==> config.mk <==
export PLATFORM = sky130hd
export DESIGN_NAME = finish_flag_goal_detector
export DESIGN_NICKNAME = d
export VERILOG_FILES = /design/src/rtl/finish_flag_goal_detector.sv
export SDC_FILE = /design/constraint.sdc
export NUM_CORES = 1
export LEC_CHECK = 0
export ABC_AREA = 1
export CAP_MARGIN = 10
export CORE_MARGIN = 4
export CORE_UTILIZATION = 59
export CTS_CLUSTER_DIAMETER = 60
export CTS_CLUSTER_SIZE = 28
export DETAILED_ROUTE_END_ITERATION = 10
export PLACE_DENSITY = 0.85
export SLEW_MARGIN = 25
export SYNTH_ARGS = -nofsm -noshare
export SYNTH_HDL_FRONTEND = slang
export SYNTH_SLANG_ARGS = --single-unit
==> constraint.sdc <==
create_clock -name clk -period 3.32 [get_ports clk]
set_input_delay 0.996 -clock clk [delete_from_list [all_inputs] [get_ports clk]]
set_output_delay 0.996 -clock clk [all_outputs]
set_load 0.01 [all_outputs]
==> src/rtl/finish_flag_goal_detector.sv <==
// finish_flag_goal_detector
//   Counts player/flag overlap pixels per video frame and ORs the flag edges
//   touched by those pixels. Once a frame's overlap reaches MIN_OVERLAP_PIXELS
//   for CONFIRM_FRAMES consecutive frames, the goal is reached: goalReached
//   rises and levelComplete pulses for one cycle.
//
// Ports:
//   clk                  pixel clock
//   resetN               asynchronous active-low reset
//   startOfFrame         one-cycle pulse on the first pixel of a frame
//   enable               level running; low returns to IDLE and clears all
//   playerDrawingRequest player pixel opaque
//   flagDrawingRequest   flag pixel opaque
//   flagHitEdgeCode      {Left, Top, Right, Bottom} edge code of the flag pixel
//   levelComplete        one-cycle pulse when the goal is reached
//   goalReached          high while the goal is held
//   overlapPixelCount    overlap pixel count of the last completed frame
//   hitEdgeLatched       OR of edge codes over the last completed frame
//   frameHitCount        current consecutive hit-frame count
module finish_flag_goal_detector #(
  parameter int unsigned MIN_OVERLAP_PIXELS = 16,
  parameter int unsigned CONFIRM_FRAMES     = 3,
  parameter int unsigned COUNT_WIDTH        = 16
) (
  input  logic                   clk,
  input  logic                   resetN,
  input  logic                   startOfFrame,
  input  logic                   enable,
  input  logic                   playerDrawingRequest,
  input  logic                   flagDrawingRequest,
  input  logic [3:0]             flagHitEdgeCode,
  output logic                   levelComplete,
  output logic                   goalReached,
  output logic [COUNT_WIDTH-1:0] overlapPixelCount,
  output logic [3:0]             hitEdgeLatched,
  output logic [3:0]             frameHitCount
);

  typedef enum logic [1:0] {
    IDLE,
    ARMED,
    CONFIRMING,
    DONE
  } state_t;

  localparam logic [3:0]             CONFIRM_VAL = 4'(CONFIRM_FRAMES);
  localparam logic [COUNT_WIDTH-1:0] MIN_VAL     = COUNT_WIDTH'(MIN_OVERLAP_PIXELS);

  state_t                 state, state_n;
  logic [COUNT_WIDTH-1:0] acc_cnt, acc_cnt_n;
  logic [3:0]             acc_edge, acc_edge_n;
  logic [COUNT_WIDTH-1:0] overlap_cnt_n;
  logic [3:0]             hit_edge_n;
  logic [3:0]             frame_hits_n;
  logic                   level_complete_n;

  logic                   overlap;
  logic                   frame_hit;
  logic [COUNT_WIDTH-1:0] acc_cnt_inc;
  logic [COUNT_WIDTH-1:0] acc_cnt_start;
  logic [3:0]             acc_edge_start;
  logic [3:0]             frame_hits_inc;

  assign overlap        = playerDrawingRequest & flagDrawingRequest;
  // Judged on the count before this cycle's pixel: the SOF pixel opens the new frame.
  assign frame_hit      = (acc_cnt >= MIN_VAL);
  assign acc_cnt_inc    = (acc_cnt == '1) ? acc_cnt : acc_cnt + 1'b1;
  assign acc_cnt_start  = {{(COUNT_WIDTH-1){1'b0}}, overlap};
  assign acc_edge_start = overlap ? flagHitEdgeCode : '0;
  assign frame_hits_inc = frameHitCount + 4'd1;

  always_comb begin
    state_n       = state;
    acc_cnt_n     = acc_cnt;
    acc_edge_n    = acc_edge;
    overlap_cnt_n = overlapPixelCount;
    hit_edge_n    = hitEdgeLatched;
    frame_hits_n  = frameHitCount;

    if (!enable) begin
      state_n       = IDLE;
      acc_cnt_n     = '0;
      acc_edge_n    = '0;
      overlap_cnt_n = '0;
      hit_edge_n    = '0;
      frame_hits_n  = '0;
    end else begin
      unique case (state)
        IDLE: begin
          acc_cnt_n  = '0;
          acc_edge_n = '0;
          if (startOfFrame) begin
            state_n    = ARMED;
            acc_cnt_n  = acc_cnt_start;
            acc_edge_n = acc_edge_start;
          end
        end

        ARMED, CONFIRMING: begin
          if (startOfFrame) begin
            overlap_cnt_n = acc_cnt;
            hit_edge_n    = acc_edge;
            acc_cnt_n     = acc_cnt_start;
            acc_edge_n    = acc_edge_start;
            if (frame_hit) begin
              // From ARMED the streak is restarting, so the next count is 1
              // regardless of any stale value.
              frame_hits_n = (state == ARMED) ? 4'd1 : frame_hits_inc;
              if (frame_hits_n == CONFIRM_VAL) begin
                state_n = DONE;
              end else begin
                state_n = CONFIRMING;
              end
            end else begin
              frame_hits_n = '0;
              state_n      = ARMED;
            end
          end else if (overlap) begin
            acc_cnt_n  = acc_cnt_inc;
            acc_edge_n = acc_edge | flagHitEdgeCode;
          end
        end

        DONE: begin
          state_n = DONE;
        end

        default: begin
          state_n = IDLE;
        end
      endcase
    end

    level_complete_n = (state_n == DONE) && (state != DONE);
  end

  always_ff @(posedge clk or negedge resetN) begin
    if (!resetN) begin
      state             <= IDLE;
      acc_cnt           <= '0;
      acc_edge          <= '0;
      overlapPixelCount <= '0;
      hitEdgeLatched    <= '0;
      frameHitCount     <= '0;
      goalReached       <= 1'b0;
      levelComplete     <= 1'b0;
    end else begin
      state             <= state_n;
      acc_cnt           <= acc_cnt_n;
      acc_edge          <= acc_edge_n;
      overlapPixelCount <= overlap_cnt_n;
      hitEdgeLatched    <= hit_edge_n;
      frameHitCount     <= frame_hits_n;
      goalReached       <= (state_n == DONE);
      levelComplete     <= level_complete_n;
    end
  end

endmodule

==> flow_summary_export.csv, run 1 <==
group,metric,value,unit
timing,slew_headroom,0.506,
cts,cts_resized,0,
floorplan,initial_core_util,0.610,
power,combPwrFrac,0.131,
timing,tns,0,ns
yosys,avgSynthCellArea,8.02,um^2
yosys,netlist_area,0.00266,mm^2
floorplan,rows,24,
routing,drc,0,
finish,drive_gt1_frac,0.122,
finish,syn2layout_area_growth,19.6,%
yosys,yosysTopAreaCell,"dfrtp_1",
cts,cts_tree,"done",
worst_setup_path,end_kind,"register",
placement,place_hpwl,4390,um
routing,via_per_inst,5.39,
cts,root_buffer,"clkbuf_8",
timing,rsz0062_at_grt,"no",
grt,grt_antenna_before_repair,0,
yosys,synth-seq-cells,48,
yosys,synth_top_area_share,0.452,
yosys,synth_fp_nets,347,
timing,fin_crit,2.54,ns
timing,worst_slack,0.783,ns
timing,finClkSkew,0.00704,ns
finish,n_antenna_cell,0,
worst_setup_path,critical_path.max_stage_delay,0.69,ns
power,p_leak,1.44,nW
power,p_clk_frac,0.331,
floorplan,chipWidth,75.1,um
placement,gp_congestion,0.947,
finish,stdcell_count,422,
cts,cts.clk_slew.worst_paths,0.08,ns
grt,grt_max_degree,26,
routing,ant_nets,0,
cts,insertion_delay,0.30,ns
routing,dr.pass1.iters,6,
placement,port_buffers,35,
cts,cts_setup_buffers,0,
power,seqPwrFrac,0.538,
min_path,worstHoldPathType,"reg -> reg",
yosys,netlist_instances,331,
worst_setup_path,path_class,"in -> reg",
cts,cts_buffer_depth,2,
power,power.net_switching,0.000291,W
worst_setup_path,worstPathArrival,2.74,ns
routing,wire_per_inst,14.0,um
worst_setup_path,path_cells,"clkdlybuf4s50_1 > inv_1 > o21ai_2 > nand2_1 > o22ai_1",
worst_setup_path,crit_slowest_cell,"clkdlybuf4s50_1",
worst_setup_path,required,3.52,ns
cts,numCtsBuffers,5,
yosys,ys_seq_area_frac,0.452,
placement,dp_slack,0.471,ns
cts,cts.sinks,48,
worst_setup_path,crit_fanout,20,
cts,postCtsHoldBufs,0,
yosys,ys_types,31,
power,intPower,0.000834,W
yosys,yosys_warnings,0,
floorplan,fp.coreArea,0.00435,mm^2
cts,h-tree-depth,2,
routing,num_vias,2273,
power,ir_drop,0.231,mV
outcome,status,"complete, no violations",
power,power,0.00112,W
finish,final_nets,386,
timing,finalHoldViolCount,0,
grt,grt_pass1_wl,10000,um
floorplan,die_y,75.1,um
timing,slew_violations,0,
floorplan,top_level_ports,36,
placement,dp_cells,415,
job,cap_violations,0,
finish,post-route-util,0.729,
grt,grtUsageTotal,0.233,
worst_setup_path,start_kind,"primary input",
routing,drt_iter0_drc,209,
grt,first_global_vias,2197,
grt,overflow,0,
timing,setup_viol,0,
timing,max_freq,394,MHz
timing,finalCritPeriodShare,0.764,
timing,worst_slew_pin_slew,0.740,ns
power,power.density,354,mW/mm^2
floorplan,dieArea,0.00564,mm^2
yosys,synthTopCellsByArea,"dfrtp_1 (45%), inv_1 (8.6%), nand2_1 (8.6%)",
routing,wl,5920,um
power,switching_share,0.258,
==> layout by cell type (no fill, tap or decap) <==
cell type,netlist,layout
inv_1,61,61
nand2_1,61,61
dfrtp_1,48,48
clkdlybuf4s50_1,0,34
nor2_1,32,32
o22ai_1,23,23
nand3_1,20,20
o21ai_2,8,8
nand4_1,7,7
clkbuf_8,0,7
nand3_2,6,6
ha_1,6,6
inv_2,5,5
a21oi_1,5,5
nand2_2,5,5
nor3_1,5,5
buf_4,0,5
xor2_1,4,4
o31ai_1,4,4
o21bai_1,4,4
a22oi_1,4,4
clkinv_1,3,3
nor2_2,2,2
o21ai_0,2,2
nor3_4,1,1
nor3_2,1,1
a21oi_4,1,1
nor4_2,1,1
nand2_4,1,1
o21ai_1,1,1
nand3b_1,1,1
buf_2,3,1
buf_12,0,1
==> cell usage after synthesis <==
cell type,n
inv_1,61
nand2_1,61
dfrtp_1,48
nor2_1,32
o22ai_1,23
nand3_1,20
o21ai_2,8
nand4_1,7
ha_1,6
nand3_2,6
a21oi_1,5
clkbuf_1,5
inv_2,5
nand2_2,5
nor3_1,5
a22oi_1,4
o21bai_1,4
o31ai_1,4
xor2_1,4
buf_2,3
clkinv_1,3
nor2_2,2
o21ai_0,2
a21oi_4,1
buf_6,1
nand2_4,1
nand3b_1,1
nor3_2,1
nor3_4,1
nor4_2,1
o21ai_1,1
==> power by group through the flow <==
stage | sequential, W | clock (W) | combinational [W]
3_3_place_gp | 0.000616 | 0 | 0.000144
4_1_cts | 0.000606 | 0.000381 | 0.000147
6_report | 0.000605 | 0.000372 | 0.000147
5_1_grt | 0.000607 | 0.000402 | 0.000163
3_5_place_dp | 0.000617 | 0 | 0.000146
2_1_floorplan | 0.000618 | 0 | 0.0000842
==> per-stage QoR <==
stage               hold slack [ns]  cell area (um^2)
CTS                           0.539              3170
global route                  0.561              3170
finish                        0.537              3170
floorplan                     0.490              2660
global placement              0.499              3080
detailed placement            0.519              3080
==> registers in the layout (all words and copies together), names as in the netlist <==
register and count:
acc_cnt 16, acc_edge 4, frameHitCount 4, goalReached 1, hitEdgeLatched 4, levelComplete 1, overlapPixelCount 16, state 2
==> path summary, 6_finish.rpt <==
kind	start	end	slack (ns)	cells after the start
max	startOfFrame	overlapPixelCount[11]	0.78	5
min in group asynchronous	resetN	overlapPixelCount[3]	0.67	1
min reg2reg	overlapPixelCount[2]	overlapPixelCount[2]	0.54	2
max reg2reg	state[0]	overlapPixelCount[11]	1.17	6
max in group asynchronous	resetN	overlapPixelCount[6]	1.92	2
min	overlapPixelCount[2]	overlapPixelCount[2]	0.54	2
==> routing by layer <==
metal,up-vias,GRT usage,wire (um)
li1,1142,-,-
met3,9,0.0401,358
met2,83,0.406,2880
met1,1039,0.294,2600
met4,0,0.0771,85
met5,-,0,0
==> area by class of cell <==
cell class / instances / area (um^2)
fillers: 337 / 1180
multi-input cells: 205 / 1150
repair buffers: 41 / 403
flip-flops and latches: 48 / 1200
clock buffers: 7 / 96.3
well taps: 52 / 65.1
inverters: 69 / 259
==> worst max-delay path: cells and delay by family <==
family                 cells  cell delay (ns)
AO/OA/AOI/OAI              2             0.48
buffers and inverters      2             0.81
AND/OR/NAND/NOR            1             0.46
==> kinds of logic after synthesis <==
group,synth area share
simple gates,0.256
buf+inv,0.115
fa+ha+maj,0.0283
xor+xnor,0.0132
compound gates,0.136
flops,0.452
No activity file was read; power rests on OpenSTA's default activity.
==> inputs of run 2 (changes only) <==
CORE_UTILIZATION = 55   (was 59)
PLACE_DENSITY = 0.8   (was 0.85)
clock period = 2.6 ns   (was 3.32 ns; I/O delays follow)
==> run 2 against run 1 <==
  * Power up 27%
  * Sequential share of layout area down 0.40 points
  * Flip-flop and latch count unchanged
  * Sequential power up 28%
  * Combinational power up 35%
  * Core utilization down 4.5 points
  * Clock-buffer cell count down 1
  * Worst hold slack worse by 0.097 ns
  * Wire length up 3.4%
  * Design area up 1.1%
  * Clock power up 23%
  * Critical path type unchanged
==> flow_summary_export.csv, run 2 (synthesis gave the netlist of run 1 again) <==
group,metric,value,unit
cts,root_buffer,"clkbuf_8",
grt,grt_antenna_before_repair,0,
floorplan,dieArea,0.00600,mm^2
grt,overflow,0,
placement,port_buffers,35,
cts,cts_tree,"done",
timing,tns,0,ns
worst_setup_path,path_class,"in -> reg",
finish,reg_top3,"acc_cnt: 16 flops, overlapPixelCount: 16 flops",
floorplan,initial_core_util,0.566,
power,ir_drop,0.351,mV
power,p_leak,1.46,nW
finish,nFillCells,402,
cts,insertion_delay,0.30,ns
placement,place_hpwl,4610,um
job,cap_violations,0,
finish,n_antenna_cell,0,
timing,finalCritPeriodShare,0.821,
routing,wl,6120,um
timing,setup_viol,0,
cts,postCtsHoldBufs,0,
cts,cts_resized,0,
power,power,0.00143,W
timing,slew_headroom,0.648,
cts,numCtsBuffers,5,
floorplan,top_level_ports,36,
grt,grtUsageTotal,0.225,
finish,seqCellArea,0.00120,mm^2
routing,dr.pass1.iters,4,
worst_setup_path,start_kind,"primary input",
worst_setup_path,end_kind,"register",
floorplan,fp.coreArea,0.00469,mm^2
worst_setup_path,required,2.79,ns
routing,drt_iter0_drc,167,
timing,fin_crit,2.13,ns
cts,cts.sinks,48,
timing,worst_slew_pin_slew,0.522,ns
routing,ant_nets,0,
cts,cts_buffer_depth,2,
finish,final_nets,389,
cts,h-tree-depth,2,
routing,via_per_inst,5.40,
timing,finalHoldViolCount,0,
routing,wire_per_inst,14.3,um
grt,grt_max_degree,28,
timing,max_freq,469,MHz
timing,holdWs,0.440,ns
floorplan,rows,25,
cts,cts.clk_slew.worst_paths,0.09,ns
timing,finClkSkew,0.00948,ns
cts,cts_setup_buffers,0,
power,power.density,446,mW/mm^2
finish,final_cell_mix,"inv_1 (61), nand2_1 (61), dfrtp_1 (48)",
placement,gp_congestion,0.912,
outcome,status,"complete, no violations",
grt,first_global_vias,2331,
worst_setup_path,crit_fanout,8,
floorplan,die_y,77.5,um
grt,grt_pass1_wl,10800,um
routing,drc,0,
timing,rsz0062_at_grt,"no",
floorplan,chipWidth,77.5,um
routing,num_vias,2310,
finish,drive_gt1_frac,0.131,
finish,multi_input_area,0.00115,mm^2
finish,syn2layout_area_growth,20.8,%
timing,slew_violations,0,
worst_setup_path,worstPathArrival,2.33,ns
min_path,worstHoldPathType,"in -> async",
==> run 2: worst paths after layout <==
path / startpoint / endpoint / slack [ns] / cells past startpoint
max in group asynchronous: resetN / acc_cnt[11] / 1.63 / 2
worst min register to register: hitEdgeLatched[2] / hitEdgeLatched[2] / 0.54 / 2
min in group clk: hitEdgeLatched[2] / hitEdgeLatched[2] / 0.54 / 2
worst min-delay path: resetN / state[0] / 0.44 / 1
worst max-delay path: enable / acc_cnt[4] / 0.47 / 9
worst max register to register: state[0] / acc_cnt[11] / 0.62 / 10
==> run 2: layout make-up <==
type | instances | area share
clock inverter | 2 | 0.00312
tap | 54 | 0.0211
clock buffer | 6 | 0.0257
sequential | 48 | 0.374
timing repair buffer | 44 | 0.137
multi-input combinational | 205 | 0.358
inverter | 69 | 0.0807
==> run 2: through the flow <==
step / setup slack (ns) / utilization / std cells / cell area (um^2)
6_report: 0.466 / 0.684 / 428 / 3210
5_1_grt: 0.294 / 0.684 / 428 / 3210
4_1_cts: 0.486 / 0.684 / 428 / 3210
3_5_place_dp: 0.176 / 0.664 / 420 / 3120
3_3_place_gp: 0.185 / 0.664 / 420 / 3120
2_1_floorplan: 0.682 / - / 331 / 2660
==> run 2: worst max-delay path, stage by stage <==
cell	delay, ns
clkdlybuf4s50_1	0.51
inv_2	0.08
nor2_2	0.11
nand2_1	0.12
nor3_2	0.26
nand2_2	0.17
nand2_4	0.14
nand2_1	0.07
o31ai_1	0.08
==> run 2: power by group <==
part | internal [W] | switching (W)
clock network | 0.000213 | 0.000246
registers | 0.000763 | 0.0000106
logic | 0.0000718 | 0.000126
total | 0.00105 | 0.000383
==> run 2: per-layer routing <==
metal / wire length [um] / up-vias / global-route usage
met5: 0 / - / 0
met4: 140 / 0 / 0.0996
met3: 378 / 15 / 0.0406
met2: 2920 / 79 / 0.362
met1: 2690 / 1075 / 0.298
li1: - / 1141 / -
